`src/rtl/mult_pkg.sv`:
```
// Shared definitions for the sequential shift-add multiplier: FSM encoding,
// legal width range and operand magnitude/sign helpers.
package mult_pkg;

    typedef enum logic [1:0] {
        IDLE = 2'd0,
        RUN  = 2'd1,
        FIX  = 2'd2
    } stateT;

    localparam int WIDTH_MIN = 2;
    localparam int WIDTH_MAX = 32;

    // True when a width-bit operand is negative under two's-complement rules.
    function automatic logic operandNegative(input logic [31:0] value,
                                             input int width,
                                             input logic signedMode);
        return signedMode && value[width-1];
    endfunction

    // Absolute value of a width-bit operand; the low width bits of the result
    // are meaningful. The most-negative value maps to 2^(width-1).
    function automatic logic [31:0] operandMagnitude(input logic [31:0] value,
                                                     input int width,
                                                     input logic signedMode);
        if (operandNegative(value, width, signedMode)) begin
            return ~value + 32'd1;
        end
        return value;
    endfunction

endpackage

```
`src/rtl/Full_Adder.sv`:
```
// One-bit full adder cell used to build the ripple-carry adder.
module Full_Adder (
    input  logic a,
    input  logic b,
    input  logic carryIn,
    output logic sum,
    output logic carryOut
);

    assign sum      = a ^ b ^ carryIn;
    assign carryOut = (a & b) | (carryIn & (a ^ b));

endmodule

```
`src/rtl/ripple_add_n.sv`:
```
// N-bit ripple-carry adder built from a chain of Full_Adder cells, carry-in 0.
module ripple_add_n #(
    parameter int N = 9
) (
    input  logic [N-1:0] a,
    input  logic [N-1:0] b,
    output logic [N-1:0] sum,
    output logic         carryOut
);

    for (genvar gi = 0; gi < N; gi++) begin : gStage
        logic stageCarryIn;
        logic stageCarryOut;

        // Each stage owns its carry so the chain is not one self-dependent vector.
        if (gi == 0) begin : gFirst
            assign stageCarryIn = 1'b0;
        end else begin : gRest
            assign stageCarryIn = gStage[gi-1].stageCarryOut;
        end

        Full_Adder uFullAdder (
            .a        (a[gi]),
            .b        (b[gi]),
            .carryIn  (stageCarryIn),
            .sum      (sum[gi]),
            .carryOut (stageCarryOut)
        );
    end

    assign carryOut = gStage[N-1].stageCarryOut;

endmodule

```
`src/rtl/seq_shift_add_multiplier.sv`:
```
// Iterative shift-add multiplier: one multiplier bit per clock, signed operands
// handled as magnitudes with the sign reapplied in a final FIX cycle.
module seq_shift_add_multiplier
    import mult_pkg::*;
#(
    parameter int WIDTH = 8
) (
    input  logic               clk,
    input  logic               reset,
    input  logic               start,
    input  logic               signedMode,
    input  logic [WIDTH-1:0]   inputM,
    input  logic [WIDTH-1:0]   inputQ,
    output logic               busy,
    output logic               done,
    output logic [2*WIDTH-1:0] product
);

    localparam int CW = $clog2(WIDTH + 1);

    if (WIDTH < WIDTH_MIN || WIDTH > WIDTH_MAX) begin : gWidthCheck
        $error("seq_shift_add_multiplier: WIDTH out of range");
    end

    stateT              stateReg, stateNext;
    logic [WIDTH-1:0]   mReg, mNext;
    logic [WIDTH-1:0]   qReg, qNext;
    logic [WIDTH:0]     accReg, accNext;
    logic [CW-1:0]      bitCountReg, bitCountNext;
    logic               negFlagReg, negFlagNext;
    logic [2*WIDTH-1:0] productReg, productNext;
    logic               doneReg, doneNext;

    logic [WIDTH:0]     adderSum;
    logic               unusedCarry;
    logic [WIDTH:0]     accSel;
    logic [2*WIDTH-1:0] magResult;

    // acc never exceeds 2^WIDTH-1 before an add, so the (WIDTH+1)-bit sum cannot carry out.
    ripple_add_n #(
        .N (WIDTH + 1)
    ) uAdder (
        .a        (accReg),
        .b        ({1'b0, mReg}),
        .sum      (adderSum),
        .carryOut (unusedCarry)
    );

    always_comb begin
        stateNext    = stateReg;
        mNext        = mReg;
        qNext        = qReg;
        accNext      = accReg;
        bitCountNext = bitCountReg;
        negFlagNext  = negFlagReg;
        productNext  = productReg;
        doneNext     = 1'b0;
        accSel       = qReg[0] ? adderSum : accReg;
        magResult    = {accReg[WIDTH-1:0], qReg};

        case (stateReg)
            IDLE: begin
                if (start) begin
                    mNext        = WIDTH'(operandMagnitude(32'(inputM), WIDTH, signedMode));
                    qNext        = WIDTH'(operandMagnitude(32'(inputQ), WIDTH, signedMode));
                    negFlagNext  = operandNegative(32'(inputM), WIDTH, signedMode)
                                 ^ operandNegative(32'(inputQ), WIDTH, signedMode);
                    accNext      = '0;
                    bitCountNext = '0;
                    stateNext    = RUN;
                end
            end
            RUN: begin
                {accNext, qNext} = {1'b0, accSel, qReg[WIDTH-1:1]};
                bitCountNext     = bitCountReg + CW'(1);
                if (bitCountReg == CW'(WIDTH - 1)) begin
                    stateNext = FIX;
                end
            end
            FIX: begin
                productNext = negFlagReg ? -magResult : magResult;
                doneNext    = 1'b1;
                stateNext   = IDLE;
            end
            default: begin
                stateNext = IDLE;
            end
        endcase
    end

    always_ff @(posedge clk or posedge reset) begin
        if (reset) begin
            stateReg    <= IDLE;
            mReg        <= '0;
            qReg        <= '0;
            accReg      <= '0;
            bitCountReg <= '0;
            negFlagReg  <= 1'b0;
            productReg  <= '0;
            doneReg     <= 1'b0;
        end else begin
            stateReg    <= stateNext;
            mReg        <= mNext;
            qReg        <= qNext;
            accReg      <= accNext;
            bitCountReg <= bitCountNext;
            negFlagReg  <= negFlagNext;
            productReg  <= productNext;
            doneReg     <= doneNext;
        end
    end

    assign busy    = (stateReg != IDLE);
    assign done    = doneReg;
    assign product = productReg;

endmodule
```
`config.mk`:
```
export PLATFORM = sky130hd
export DESIGN_NAME = seq_shift_add_multiplier
export DESIGN_NICKNAME = d
export VERILOG_FILES = /design/src/rtl/mult_pkg.sv /design/src/rtl/Full_Adder.sv /design/src/rtl/ripple_add_n.sv /design/src/rtl/seq_shift_add_multiplier.sv
export SDC_FILE = /design/constraint.sdc
export NUM_CORES = 1
export LEC_CHECK = 0
export BUFFER_PORTS_ARGS = -buffer_cell sky130_fd_sc_hd__buf_2
export CAP_MARGIN = 20
export CORE_UTILIZATION = 28
export CTS_CLUSTER_SIZE = 14
export DETAILED_ROUTE_END_ITERATION = 16
export HOLD_SLACK_MARGIN = 0.05
export PLACE_DENSITY = 0.51
export SYNTH_ARGS = -nofsm -noshare
export SYNTH_HDL_FRONTEND = slang
export SYNTH_HIERARCHICAL = 1
export SYNTH_SLANG_ARGS = --single-unit
```
`constraint.sdc`:
```
create_clock -name clk -period 7.5 [get_ports clk]
set_input_delay 1.125 -clock clk [delete_from_list [all_inputs] [get_ports clk]]
set_output_delay 1.125 -clock clk [all_outputs]
set_load 0.01 [all_outputs]
```
# Word-level counts from Yosys, hierarchy flattened
# Index checks and enable logic that the tools add are counted.
classes:
  addsub: 4
  eq_ne: 5
  n_mux: 22
  bitwise_logic: 41
  n_reduce_logical: 8
ops:
  columns: ["cell", "count"]
  rows:
  - ["8-bit 2-to-1 mux", 5]
  - ["9-bit 2-to-1 mux", 2]
  - ["9-bit one-hot mux with 2 select lines", 1]
  - ["1-bit XOR", 17]
  - ["8-bit by 1-bit adder with 8-bit output (second input constant)", 2]
  - ["16-bit 2-to-1 mux", 1]
  - ["16-bit negation", 1]
  - ["8-bit NOT", 2]
  - ["8-bit one-hot mux with 2 select lines", 1]
  - ["1-bit bitwise AND", 15]
  - ["4-bit one-hot mux with 2 select lines", 1]
  - ["1-bit 2-to-1 mux", 7]
  - ["1-bit OR", 7]
  - ["2-bit AND reduction", 3]
  - ["4-bit by 1-bit adder with 4-bit output (second input constant)", 1]
  - ["4-bit by 3-bit == test with 1-bit output (second input constant)", 1]
  - ["2-bit 2-to-1 mux", 2]
  - ["4-bit 2-to-1 mux", 1]
  - ["2-bit inequality test (second input constant)", 2]
  - ["2-bit one-hot mux with 2 select lines", 1]
  - ["2-bit nonzero test", 2]
  - ["2-bit by 1-bit == test with 1-bit output (second input constant)", 1]
  - ["2-bit == test (second input constant)", 1]
  - ["1-bit logical AND", 2]
  - ["2-bit logical NOT", 1]
word_totals:
  reg_bits: 49

# Longest topological paths before layout
# Gate-level depths: netlist of the first run.
depth:
  word_depth: 18
  mapped_depth: 11
  depth_no_buf: 11

# Cells and area by module
# Netlist of the first run, hierarchy kept.
by_module_without_submodules:
  columns: ["module", "instances", "cells_per_inst", "area_per_inst_um2", "seq_area_each_um2"]
  rows:
  - ["seq_shift_add_multiplier", 1, 295, 2662.6, 1201.2]
  - ["Full_Adder", 9, 1, 20.0, 0.0]
  - ["ripple_add_n", 1, 1, 3.8, 0.0]

# Worst setup path after synthesis of the first run
# No wires, ideal clock.
synth_timing:
  path_type: "reg2reg"
  start: "register accReg[0]"
  end: "register accReg[7]"
  setup_time_ps: 119
  arrival_ps: 4069
  setup_slack_ps: 3312
  stages_incl_launch_ff: 12
  path_buffers: 0
  period_less_slack_ps: 4188
  path_cell_list: "dfrtp_1 > fa_1 > fa_1 > fa_1 > fa_1 > fa_1 > fa_1 > fa_1 > fa_1 > fa_1 > nand3_1 > nand2_1"
synth_between:
  elab_chain_len: 18
synth_lines:
  columns: ["element", "line_no", "rtl"]
  rows:
  - ["start, declared", "seq_shift_add_multiplier.sv:28", "logic [WIDTH:0] accReg, accNext;"]
  - ["start signal, assigned", "seq_shift_add_multiplier.sv:105", "accReg <= accNext;"]
  - ["1-bit bitwise AND", "Full_Adder.sv:11", "assign carryOut = (a & b) | (carryIn & (a ^ b));"]
  - ["via uAdder.gStage[0].stageCarryOut", "ripple_add_n.sv:13", "logic stageCarryOut;"]
  - ["1-bit bitwise AND", "Full_Adder.sv:11", null]
  - ["1-bit OR", "Full_Adder.sv:11", null]
  - ["via uAdder.gStage[1].stageCarryOut", "ripple_add_n.sv:13", null]
  - ["1-bit bitwise AND", "Full_Adder.sv:11", null]
  - ["1-bit OR", "Full_Adder.sv:11", null]
  - ["via uAdder.gStage[2].stageCarryOut", "ripple_add_n.sv:13", null]
  - ["[... 2 more ...]", null, null]
  - ["via uAdder.gStage[3].stageCarryOut", "ripple_add_n.sv:13", null]
  - ["[... 2 more ...]", null, null]
  - ["via uAdder.gStage[4].stageCarryOut", "ripple_add_n.sv:13", null]
  - ["[... 2 more ...]", null, null]
  - ["via uAdder.gStage[5].stageCarryOut", "ripple_add_n.sv:13", null]
  - ["[... 2 more ...]", null, null]
  - ["via uAdder.gStage[6].stageCarryOut", "ripple_add_n.sv:13", null]
  - ["1-bit bitwise AND", "Full_Adder.sv:11", null]
  - ["1-bit OR", "Full_Adder.sv:11", null]
  - ["via uAdder.gStage[7].stageCarryOut", "ripple_add_n.sv:13", null]
  - ["1-bit XOR", "Full_Adder.sv:10", "assign sum = a ^ b ^ carryIn;"]
  - ["via adderSum[8]", "seq_shift_add_multiplier.sv:34", "logic [WIDTH:0] adderSum;"]
  - ["9-bit 2-to-1 mux", "seq_shift_add_multiplier.sv:58", "accSel = qReg[0] ? adderSum : accReg;"]
  - ["9-bit one-hot mux with 2 select lines", "seq_shift_add_multiplier.sv:61", "case (stateReg)"]
# The timed path passes the listed nets, and every way through them passes these cells.
# A chain may end at the register's enable or synchronous reset.

# Final worst setup path of the first run
# Same ends and word-level chain as after synthesis.

==> run metrics, run 1 <==
Pwr Density=about 400 nW/um^2; predominant post-synthesis flop cell=dfrtp_1; Overflow after GRT=0; r2r startpoint=accReg[0]; switching share of power=41.7%; die area=10600 sq um; post-synth top area cell=dfrtp_1; initial antenna violation count=0; Final setup viols=0; global-route wire length before repair=10500 um; EDFF count, synth=0; PostCTS Resize Cnt=0; synthesized cell area=2850 sq um; Synth Register Bits=48; vias in the first global route=2086; hold path start=bitCountReg[3]; TritonRoute pass-1 iters=4; Slew headroom=a little under two fifths; top post-synthesis cells by area=dfrtp_1 42%, fa_1 6.3%, o21ai_0 6.0%; RSZ-0062 raised after global routing=false; Reg power frac=42.3%; Via density=4.76; Placement Rows=36; met2 Use GR=20.1%; clock sink total=between 40 and 50; clock power share=16.1%; Leakage=1.44 nW; core area=9820 sq um; Root Buffer Master=clkbuf_8; Tightest Pin Transition=0.926 ns; max-slew violations=0; Hold Vio Cnt, Final=0; Max Clock Skew=0.00780 ns; commonest cells in the netlist=48 x dfrtp_1, 37 x nand2_1, 34 x o21ai_0, 18 x nor2_1, 17 x nand3_1; Setup Buffers After CTS=0; Num CTS Buffers=5; initial DRC count=88; largest net degree at the start of global routing=49; Gate Count Post-Synth=roughly 310; outcome=finished, final reports clean; routed via count=about 2200; CP arrival=4.53 ns; GR Layer Usage met1=between 10% and 20%; minimum clock period after layout=4.35 ns; total track usage=12.7%; R2R depth=11; Die H=103 um; Area Growth Syn to Fin=14.8%; Int Pwr=0.000742 W; port buffer count=37; Worst setup startpoint=accReg[0]; Hold Crit Class=reg2reg; Synth top area share=42.2%; synth unique cells=46; Comb pwr share=41.6%; asr flop ratio synth=100%; met3 Use GR=roughly 2.6%; Hold Worst Slack=0.474 ns; startpoint types=register; Hold Buf Count CTS=0; DR DRC count=0; die width=103 um; later-pin clock latency in the skew report=0.30 ns; Fin Setup TNS=0 ns; Placed Area=approximately 3100 sq um; Fmax=230 MHz; Detailed Route WL=6250 um; Clock Pin Slew Worst Setup and Hold Paths=0.09 ns; routed length per instance=about 13 um; CTS tree=built; gpl congestion=around 0.77; DP Wirelength=~4600 um; post-route cell area=3270 sq um; fraction of the yosys area taken by sequential cells=42.2%; Max Cap Viol=0; share of cells above drive strength 1=between 15 and 20%; DRT antenna net count=0; switching pwr=roughly 0.00053 W; Critical Path Sink Type=register; Mean Syn Cell Area=roughly 9.3 sq um; Initial Utilization=29.0%; GRT busiest layer=met2; Diodes inserted=0; # IOs=38; peak supply drop=around 0.11 mV; Longest Clk Path Bufs=2; Final #Nets=367; Syn. warnings=6; H-tree depth=2; Hold Path Stages=1; Worst Setup Path Type=reg2reg; CP Max Fanout=6; Tcrit/Tclk final=58.0%; CP required=7.69 ns; top-count cell post-synth=dfrtp_1
## placed cells by master (no fill, tap or decap), types with 2 or more instances in the layout
cell type	synthesis	routed
clkbuf_8	0	7
and3_1	5	5
nand2_1	37	37
o22ai_1	2	2
xnor2_1	15	15
buf_2	4	37
ha_1	4	4
a31oi_1	6	6
a211o_1	2	2
xor2_1	5	5
nand3_1	17	17
or2_2	2	2
a211oi_1	3	3
nor2_1	18	18
dfrtp_1	48	48
and2_1	2	2
o21ai_1	2	2
or4_1	5	5
o31ai_1	3	3
o41ai_1	3	3
a21oi_1	11	11
nand4_1	3	3
nor3_1	7	7
fa_1	9	9
a22oi_1	2	2
o21ai_0	34	34
mux2i_1	11	11
conb_1	2	3
inv_1	14	13
## through the flow
| stage | std cells | utilization, % | setup slack (ns) | total power, W |
|---|---|---|---|---|
| 6_report | 468 | 33.3 | 3.15 | 0.00127 |
| 2_1_floorplan | 306 | - | 3.31 | 0.000930 |
| 3_5_place_dp | 459 | 31.8 | 3.16 | 0.00108 |
| 5_1_grt | 468 | 33.3 | 2.99 | 0.00140 |
| 3_3_place_gp | 459 | 31.8 | 3.21 | 0.00107 |
| 4_1_cts | 467 | 33.1 | 3.14 | 0.00129 |
## area by class of cell
| cell class | count | area [sq um] |
|---|---|---|
| Clock buffer | 7 | 96.3 |
| Clock inverter | 1 | 30.0 |
| Fill cell | 1078 | 6550 |
| Inverter | 14 | 52.6 |
| Multi-Input combinational cell | 226 | 1510 |
| Sequential cell | 48 | 1200 |
| Tap cell | 133 | 166 |
| Timing Repair Buffer | 39 | 213 |
## cell families after synthesis
kind of cell	share of synthesized area [%]
compound gates	16.2
xor+xnor	6.15
fa+ha+maj	8.09
buf+inv	4.92
flops	42.2
mux	4.26
other cells	0.264
simple gates	17.9
## power groups by stage
| stage | registers, W | logic (W) | clock network (W) |
|---|---|---|---|
| global placement | 0.000541 | 0.000530 | 0 |
| global route | 0.000566 | 0.000611 | 0.000220 |
| floorplan | 0.000497 | 0.000433 | 0 |
| finish | 0.000539 | 0.000530 | 0.000205 |
| detailed placement | 0.000547 | 0.000536 | 0 |
| CTS | 0.000541 | 0.000537 | 0.000212 |
## critical path, cell delays in order, from the launching register on
cell and delay, ns:
dfrtp_1 0.46, fa_1 0.45, fa_1 0.39, fa_1 0.39
fa_1 0.39, fa_1 0.39, fa_1 0.39, fa_1 0.38
fa_1 0.40, fa_1 0.44, nand3_1 0.09, nand2_1 0.07
## metal layers
layer	routed length, um	share of wire (%)
met1	3070	49
met2	2860	46
met3	266	4.3
met4	42	0.67
met5	0	0
## path summary, 6_finish.rpt
check | endpoint | slack, ns
max | accReg[7] | 3.15
min | stateReg[1] | 0.47
max reg2reg | accReg[7] | 3.15
min reg2reg | stateReg[1] | 0.47
max in group asynchronous | bitCountReg[1] | 6.18
min in group asynchronous | product[8] | 0.81
## registers in the layout, summed over array words and instances, names as in the netlist
register     count
done             1
mReg             8
negFlagReg       1
bitCountReg      4
stateReg         2
product         16
qReg             8
accReg           8
Power figures use the tool's default switching activity.
==> run 2: changes to the inputs <==
--- a/config.mk
+++ b/config.mk
@@ -11,7 +11,7 @@
 export CTS_CLUSTER_SIZE = 14
 export DETAILED_ROUTE_END_ITERATION = 16
 export HOLD_SLACK_MARGIN = 0.05
-export PLACE_DENSITY = 0.51
+export PLACE_DENSITY = 0.52
 export SYNTH_ARGS = -nofsm -noshare
 export SYNTH_HDL_FRONTEND = slang
 export SYNTH_HIERARCHICAL = 1
==> constraint.sdc (replaced) <==
create_clock -name clk -period 3.7 [get_ports clk]
set_input_delay 0.555 -clock clk [delete_from_list [all_inputs] [get_ports clk]]
set_output_delay 0.555 -clock clk [all_outputs]
set_load 0.01 [all_outputs]
==> run metrics, run 2 (synthesis results as in run 1) <==
peak supply drop=0.198 mV (+78%); Hold Buf Count CTS=0 (unchanged); routed via count=2229 (+0.13%); clock sink total=48 (unchanged); Detailed Route WL=6170 um (-1.1%); CP Max Fanout=2 (-4); pre-CTS setup slack=-0.180 ns (-3.34 ns); die width=103 um (unchanged); H-tree depth=2 (unchanged); Slowest-stage cell, CP=fa_1; Max Cap Viol=0 (unchanged); Comb pwr share=45.2% (+3.6 points); DRT antenna net count=0 (unchanged); Hold Vio Cnt, Final=0 (unchanged); Tcrit/Tclk final=105% (+47 points); Reg power frac=43.2% (+0.9 points); storage element area=1200 sq um (unchanged); switching pwr=0.00108 W (+100%); Fill cells=1056 (-2.0%); routed length per instance=13.2 um (-1.1%); gpl congestion=0.791 (+3.1%); Buf/Inv on CP=0 (unchanged); global-route wire length before repair=10200 um (-2.8%); Initial Utilization=29.0% (unchanged); initial antenna violation count=0 (unchanged); Clock Pin Slew Worst Setup and Hold Paths=0.09 ns (about the same); Max Clock Skew=0.00564 ns (-0.00216 ns); Diodes inserted=0 (unchanged); # IOs=38 (unchanged); later-pin clock latency in the skew report=0.30 ns (about the same); Longest Clk Path Bufs=2 (unchanged); DR DRC count=0 (unchanged); DP Wirelength=4590 um (-0.65%); Leakage=1.42 nW (-1.7%); most frequent cells in the layout=48 x dfrtp_1, 37 x nand2_1, 37 x buf_2; Num CTS Buffers=5 (unchanged); CP arrival=4.06 ns (-0.47 ns); largest net degree at the start of global routing=49 (unchanged); TritonRoute pass-1 iters=4 (unchanged); Tightest Pin Transition=0.867 ns (-0.0588 ns); Fmax=258 MHz (+12%); Hold Worst Slack=0.156 ns (-0.318 ns); clock power share=11.5% (-4.6 points); CP required=3.89 ns (-3.80 ns); max-slew violations=0 (unchanged); initial DRC count=100 (+14%); commonest non-fill, non-tap cell in the layout=dfrtp_1; Fin Setup TNS=-0.169 ns (-0.169 ns); Via density=4.76 (+0.13%); minimum clock period after layout=3.87 ns (-0.477 ns); Placement Rows=36 (unchanged); post-route cell area=3250 sq um (-0.46%); Die H=103 um (unchanged); share of cells above drive strength 1=19.1% (+2.4 points); Int Pwr=0.00143 W (+92%); Design Power=0.00250 W (+96%); switching share of power=43.0% (+1.3 points); Worst Setup Path Type=reg2reg; cell family with most CP delay=adder cells; Critical Path Sink Type=register; port buffer count=37 (unchanged); Final setup viols=1 (+1); Final #Nets=370 (+0.82%); CTS tree=built; failing checks=negative setup slack; Root Buffer Master=clkbuf_8; final setup margin=-0.169 ns (-3.32 ns); vias in the first global route=2124 (+1.8%); RSZ-0062 raised after global routing=true; Pwr Density=769 nW/um^2 (+97%); Overflow after GRT=0 (unchanged); outcome=finished with violations; worst path cell trace=fa_2 -> fa_2 -> fa_2 -> fa_2 -> fa_2 -> fa_2 -> fa_2 -> fa_2 -> fa_1 -> nand3_1 -> nand2_1; die area=10600 sq um (unchanged); core area=9820 sq um (unchanged); Hold Crit Class=in2async; total track usage=12.5% (-0.22 points); startpoint types=register; Critical Path Most Common Cell=fa_2; Multi-input gate area=1530 sq um (+1.3%); Slew headroom=42.1% (+3.9 points); max incr delay on CP=0.43 ns (-0.03 ns); Area Growth Syn to Fin=14.3%; Placed Area=3160 sq um (+1.1%); max reg flops=16 (unchanged)
run 2: changes by cell type in the layout (fill, tap and decap cells not counted), sizes merged:
| cell | change |
|---|---|
| clkbuf | -2 |
| bufinv | -1 |
| buf | +3 |
run 2: per-layer routing:
layer / share of wire (%) / track usage [%]
met5: 0 / 0
met4: 1.0 / 3.79
met3: 4.6 / 2.58
met2: 45 / 20.8
met1: 49 / 16.3
run 2: repair_timing:
item,4_1_cts,5_1_grt
pin swaps,0,0
endpoints found under the setup margin,1,2
gates resized for setup,0,1
setup buffers,0,1
endpoints found under the hold margin,0,0
run 2: final timing paths:
path / start / to / slack (ns) / depth (start not counted)
worst max-delay path: mReg[0] / accReg[7] / -0.17 / 11
worst min-delay path: reset / product[13] / 0.16 / 2
worst max register to register: mReg[0] / accReg[7] / -0.17 / 11
worst min register to register: product[3] / product[3] / 0.48 / 2
max in group asynchronous: reset / mReg[5] / 3.07 / 3
min in group clk: product[3] / product[3] / 0.48 / 2
run 2: area by class of cell:
cell class	count	share of cell area, %
flip-flops and latches	48	36.9
clock buffers	5	2.12
repair buffers	42	7.23
well taps	133	5.12
multi-input cells	226	47.0
inverters	14	1.62
run 2: power groups by stage:
stage	logic [W]	registers, W	clock network [W]
after floorplan	0.000889	0.00101	0
after global placement	0.00112	0.00109	0
after detailed placement	0.00114	0.00110	0
after CTS	0.00114	0.00109	0.000302
after global routing	0.00131	0.00113	0.000316
final	0.00113	0.00108	0.000289
run 2: per-stage QoR:
stage / utilization (%) / std cells
6_report: 33.1 / 468
5_1_grt: 33.1 / 468
4_1_cts: 32.8 / 466
3_5_place_dp: 32.1 / 461
3_3_place_gp: 32.1 / 461
2_1_floorplan: - / 306
